==> config.mk <==
export PLATFORM = sky130hd
export DESIGN_NAME = frame_capture_seq
export DESIGN_NICKNAME = d
export VERILOG_FILES = /design/src/rtl/frame_capture_seq.sv
export SDC_FILE = /design/constraint.sdc
export NUM_CORES = 1
export LEC_CHECK = 0
export ABC_CLOCK_PERIOD_IN_PS = 3550
export CAP_MARGIN = 0
export CORE_ASPECT_RATIO = 2
export CORE_MARGIN = 2
export CORE_UTILIZATION = 40
export CTS_BUF_LIST = sky130_fd_sc_hd__clkbuf_16
export DETAILED_ROUTE_END_ITERATION = 16
export GPL_TIMING_DRIVEN = 0
export PLACE_DENSITY = 0.61
export REMOVE_ABC_BUFFERS = 1
export SLEW_MARGIN = 20
export SYNTH_ARGS = -nofsm -noshare
export SYNTH_HDL_FRONTEND = slang
export SYNTH_SLANG_ARGS = --single-unit
==> constraint.sdc <==
create_clock -name clk -period 3.55 [get_ports clk]
set_clock_uncertainty 0.05 [all_clocks]
set_input_delay 0.5325 -clock clk [delete_from_list [all_inputs] [get_ports clk]]
set_output_delay 0.5325 -clock clk [all_outputs]
set_load 0.02 [all_outputs]
==> src/rtl/frame_capture_seq.sv <==
// Frame-capture sequencer: resets and settles the pixel FIFO, pulses FRAME_REQ to the
// imager, then gates pixel writes and counts pixels per frame across multi-frame bursts.
module frame_capture_seq #(
    parameter int STALL_CYCLES     = 32768,
    parameter int REQ_PULSE_CYCLES = 4,
    parameter int PIXELS_PER_FRAME = 315392,
    parameter int PIX_CNT_W        = 20,
    parameter int FRAMES_W         = 8,
    parameter int TIMEOUT_CYCLES   = 1048575
) (
    input  logic                clk,
    input  logic                rst_n,
    input  logic                pc_image_req,
    input  logic [FRAMES_W-1:0] num_frames,
    input  logic                abort,
    input  logic                pix_valid,
    input  logic                fifo_full,
    output logic [3:0]          state,
    output logic                frame_req_out,
    output logic                wr_reset,
    output logic                rd_reset,
    output logic                fifo_wr_en,
    output logic                busy,
    output logic                done,
    output logic [FRAMES_W-1:0] frames_done,
    output logic                overflow,
    output logic                timeout_err
);

    localparam logic [3:0] S_IDLE       = 4'd0;
    localparam logic [3:0] S_FIFO_RESET = 4'd1;
    localparam logic [3:0] S_STALL_FIFO = 4'd2;
    localparam logic [3:0] S_FRAME_REQ  = 4'd3;
    localparam logic [3:0] S_WAIT_DATA  = 4'd4;
    localparam logic [3:0] S_CAPTURE    = 4'd5;
    localparam logic [3:0] S_DONE       = 4'd6;
    localparam logic [3:0] S_ERROR      = 4'd7;

    localparam int STALL_W = $clog2(STALL_CYCLES + 1);
    localparam int PULSE_W = $clog2(REQ_PULSE_CYCLES + 1);
    localparam int TMO_W   = $clog2(TIMEOUT_CYCLES + 1);

    localparam logic [STALL_W-1:0]   STALL_LAST = STALL_W'(STALL_CYCLES - 1);
    localparam logic [PULSE_W-1:0]   PULSE_LAST = PULSE_W'(REQ_PULSE_CYCLES - 1);
    localparam logic [TMO_W-1:0]     TMO_LAST   = TMO_W'(TIMEOUT_CYCLES - 1);
    localparam logic [PIX_CNT_W-1:0] PIX_LAST   = PIX_CNT_W'(PIXELS_PER_FRAME - 1);

    logic [3:0]           state_next;
    logic                 pc_req_q;
    logic                 req_armed;
    logic                 req_rise;
    logic [STALL_W-1:0]   stall_cnt;
    logic [PULSE_W-1:0]   pulse_cnt;
    logic [TMO_W-1:0]     tmo_cnt;
    logic [PIX_CNT_W-1:0] pix_cnt;
    logic [FRAMES_W-1:0]  frames_target;
    logic [FRAMES_W:0]    frames_after;
    logic                 more_frames;
    logic                 capturing;
    logic                 pix_hit;
    logic                 frame_end;

    // req_armed blocks a request that was already high when reset was released
    assign req_rise     = pc_image_req & ~pc_req_q & req_armed;
    assign capturing    = (state == S_WAIT_DATA) || (state == S_CAPTURE);
    assign frames_after = {1'b0, frames_done} + (FRAMES_W + 1)'(1);
    assign more_frames  = frames_after < {1'b0, frames_target};
    assign busy         = (state != S_IDLE);
    assign fifo_wr_en   = capturing & pix_valid & ~fifo_full & ~abort;

    always_comb begin
        state_next = state;
        pix_hit    = 1'b0;
        frame_end  = 1'b0;
        if ((state != S_IDLE) && abort) begin
            state_next = S_IDLE;
        end else begin
            case (state)
                S_IDLE:       if (req_rise) state_next = S_FIFO_RESET;
                S_FIFO_RESET: if (!pc_image_req) state_next = S_STALL_FIFO;
                S_STALL_FIFO: if (stall_cnt == STALL_LAST) state_next = S_FRAME_REQ;
                S_FRAME_REQ:  if (pulse_cnt == PULSE_LAST) state_next = S_WAIT_DATA;
                S_WAIT_DATA, S_CAPTURE: begin
                    if (pix_valid) begin
                        pix_hit    = 1'b1;
                        state_next = S_CAPTURE;
                        if (pix_cnt == PIX_LAST) begin
                            frame_end  = 1'b1;
                            state_next = more_frames ? S_FRAME_REQ : S_DONE;
                        end
                    end else if ((state == S_WAIT_DATA) && (tmo_cnt == TMO_LAST)) begin
                        state_next = S_ERROR;
                    end
                end
                S_DONE:       state_next = S_IDLE;
                S_ERROR:      state_next = S_IDLE;
                default:      state_next = S_IDLE;
            endcase
        end
    end

    // Pulse outputs are registered from the next state so they align with the state itself
    always_ff @(posedge clk or negedge rst_n) begin
        if (!rst_n) begin
            state         <= S_IDLE;
            pc_req_q      <= 1'b0;
            req_armed     <= 1'b0;
            frame_req_out <= 1'b0;
            wr_reset      <= 1'b0;
            rd_reset      <= 1'b0;
            done          <= 1'b0;
            stall_cnt     <= '0;
            pulse_cnt     <= '0;
            tmo_cnt       <= '0;
            pix_cnt       <= '0;
            frames_target <= '0;
            frames_done   <= '0;
            overflow      <= 1'b0;
            timeout_err   <= 1'b0;
        end else begin
            state         <= state_next;
            pc_req_q      <= pc_image_req;
            if (!pc_image_req) begin
                req_armed <= 1'b1;
            end
            frame_req_out <= (state_next == S_FRAME_REQ);
            wr_reset      <= (state_next == S_FIFO_RESET);
            rd_reset      <= (state_next == S_FIFO_RESET);
            done          <= (state_next == S_DONE);

            stall_cnt <= (state == S_STALL_FIFO) ? stall_cnt + STALL_W'(1) : '0;
            pulse_cnt <= (state == S_FRAME_REQ)  ? pulse_cnt + PULSE_W'(1) : '0;
            tmo_cnt   <= (state == S_WAIT_DATA)  ? tmo_cnt + TMO_W'(1)     : '0;

            if (!capturing || frame_end) begin
                pix_cnt <= '0;
            end else if (pix_hit) begin
                pix_cnt <= pix_cnt + PIX_CNT_W'(1);
            end

            if ((state == S_IDLE) && req_rise) begin
                frames_target <= (num_frames == '0) ? FRAMES_W'(1) : num_frames;
                frames_done   <= '0;
                overflow      <= 1'b0;
                timeout_err   <= 1'b0;
            end else begin
                if (frame_end) begin
                    frames_done <= frames_after[FRAMES_W-1:0];
                end
                if (pix_hit && fifo_full) begin
                    overflow <= 1'b1;
                end
                if ((state == S_WAIT_DATA) && (state_next == S_ERROR)) begin
                    timeout_err <= 1'b1;
                end
            end
        end
    end

endmodule

==> out/qor.yml <==
status: "complete, no violations"
cts_tree: "done"
drtIter0Drc: 214
cpPeakStageDelay_ps: 460
p_leak_uw: 0.00212
h-tree-depth: 3
area_growth_pct: 17.4
tightest_slew_ps: 858
cp_num_buf_inv: 0
ys_warn_count: 0
fillers: 1031
grt_usage_pct: 17.0
startpoint_type: "register"
rsz0062_at_grt: "no"
post_cts_resized: 0
dp_cells: 600
fin_crit_sh_pct: 89.9
first_pass_iters: 4
setup_slack_ps: 359
ctsLongestPathBuffers: 2
initial_core_util_pct: 41.2
path_clk_slew_ps: 60
drc: 0
gp_congestion: 0.751
path_cells: "ha_1, nand3_1, nor2_1, xor2_1, ha_1, a41oi_1, o21ai_0, a31oi_1, nand3_1, a22oi_1, nor3b_1"
synth_cell_types: 55
synth_area_per_cell_um2: 9.74
ant_nets: 0
place_worst_setup_slack_ps: 299
routed_wl_um: 8870
numCtsBuffers: 9
final_nets: 502
core_um2: 10500
ios: 34
cts_sinks: 86
grt_pass1_wl_um: 15600
via_count: 3173
grt_max_degree: 54
crit_type: "register to register"
post-route-min-period_ps: 3190
clk_latency_ps: 340
grt-ovfl-total: 0
ys_seq_area_share_pct: 49.9
synth_edf_count: 0
ir_drop_mv: 0.251
antenna_found_initial: 0
die_h_um: 151
synth_area_um2: 4310
arrival_ps: 3360
drive_gt1_share_pct: 5.64
ctsRootBufferMaster: "clkbuf_16"
portBuffers: 33
stdcell_count: 616
setup_tns_ps: 0
fin_util_pct: 48.4
setup_violations: 0
post-dp-hpwl_um: 6390
slew_violations: 0
ys_async_sr_fraction_pct: 100
wl_per_cell_um: 14.4
drv_cap: 0
grt_pass1_vias: 3354
max_slew_margin_pct: 42.3
num_rows: 53
p_per_area_nw_per_um2: 404
die_w_um: 77.4
viasPerCell: 5.15
cp_max_fo: 7
hold_slack_ps: 92.5
synth.ff_latch_count: 86
synthCells: 443
fmax_mhz: 313
die-area_um2: 11700
crit_slowest_cell: "dfrtp_1"
cp.required_ps: 3720
hold_buffers: 0
hold_viol: 0
post_cts_buffers: 0
diodes: 0
synth-main-ff-cell: "dfrtp_1"
hold_path_class: "input pin to async pin"
end_kind: "register"
cp_top_family: "simple AND/OR/NAND/NOR gates"
==> layer usage <==
layer / routed length [um] / share of wire (%) / track usage, % / up-vias
met1: 3800 / 43 / 19.9 / 1524
met4: 178 / 2.0 / 7.50 / 0
met3: 293 / 3.3 / 3.87 / 13
met2: 4600 / 52 / 29.6 / 49
li1: - / - / - / 1587
met5: 0 / 0 / 0 / -
==> cell families after synthesis <==
logic type | after synthesis | synth area share (%)
simple gates | 209 | 25.1
flops | 86 | 49.9
compound gates | 53 | 7.51
xor+xnor | 52 | 10.6
buf+inv | 28 | 2.76
fa+ha+maj | 14 | 4.06
other cells | 1 | 0.0869
==> worst paths after layout <==
| check | startpoint | end | slack [ps] | cells past startpoint |
|---|---|---|---|---|
| worst max register to register | frames_done[0] | frame_req_out | 360 | 11 |
| worst min register to register | pulse_cnt[0] | pulse_cnt[0] | 400 | 1 |
| max in group asynchronous | rst_n | frames_target[3] | 2730 | 2 |
| worst min-delay path | rst_n | tmo_cnt[13] | 90 | 1 |
| worst max-delay path | frames_done[0] | frame_req_out | 360 | 11 |
| min in group clk | pulse_cnt[0] | pulse_cnt[0] | 400 | 1 |
==> layout by cell type, fill, tap and decap left out, types with 2 or more instances in the layout <==
cell | netlist | layout
nand2_1 | 41 | 41
nand2b_1 | 6 | 6
inv_1 | 14 | 15
dfrtp_1 | 86 | 86
and4_1 | 7 | 7
a211oi_1 | 2 | 2
nor2_1 | 68 | 68
a22oi_1 | 2 | 2
clkbuf_16 | 0 | 9
ha_1 | 14 | 14
nand4_1 | 12 | 12
xor2_1 | 36 | 36
or3b_2 | 2 | 2
nand3_1 | 32 | 32
clkdlybuf4s50_1 | 0 | 32
nor3b_1 | 2 | 2
a21oi_1 | 10 | 10
or3_1 | 6 | 6
o21ai_1 | 8 | 8
and2_1 | 4 | 4
a31oi_1 | 4 | 4
clkinvlp_4 | 0 | 2
o21ai_0 | 15 | 15
nor3_1 | 6 | 6
and3_1 | 9 | 9
xnor2_1 | 16 | 16
==> registers in the layout, indices dropped and copies added, names as in the netlist <==
signal	count
pc_req_q	1
pulse_cnt	3
frame_req_out	1
stall_cnt	16
pix_cnt	20
done	1
frames_done	8
req_armed	1
rd_reset	1
frames_target	8
state	4
tmo_cnt	20
overflow	1
timeout_err	1
==> cell usage after synthesis, types with 2 or more instances <==
cell,count,area [um2]
a21oi_1,10,50.1
o21ai_1,8,40.0
a31oi_1,4,25.0
or3_1,6,37.5
o21ai_0,15,75.1
a211oi_1,2,15.0
dfrtp_1,86,2150
nand2_1,41,154
and3_1,9,56.3
buf_2,2,10.0
nand3_1,32,160
and2_1,4,25.0
nor2_1,68,255
xnor2_1,16,140
inv_1,14,52.6
nand2b_1,6,37.5
xor2_1,36,315
nor3b_1,2,15.0
or3b_2,2,17.5
ha_1,14,175
nand4_1,12,75.1
clkbuf_1,9,33.8
a22oi_1,2,15.0
nor3_1,6,30.0
and4_1,7,61.3
==> cell type report <==
class,instances,area (um2),area share [%]
inverter,14,52.6,1.04
timing repair buffer,34,355,7.01
clock buffer,9,225,4.45
multi-input combinational,329,2040,40.3
clock inverter,7,66.3,1.31
sequential,86,2150,42.5
tap,137,171,3.38
==> through the flow <==
| step | total power, uW | cell area [um2] |
|---|---|---|
| finish | 2050 | 5070 |
| global route | 2130 | 5070 |
| CTS | 2070 | 5070 |
| detailed placement | 1140 | 4770 |
| global placement | 1130 | 4750 |
| floorplan | 1080 | 4250 |
==> where the power goes <==
part	switching, uW	total, uW	internal, uW
logic	65.1	108	43.4
clock network	390	930	540
registers	9.14	1010	999
total	464	2050	1580
No activity file was read; power rests on OpenSTA's default activity.
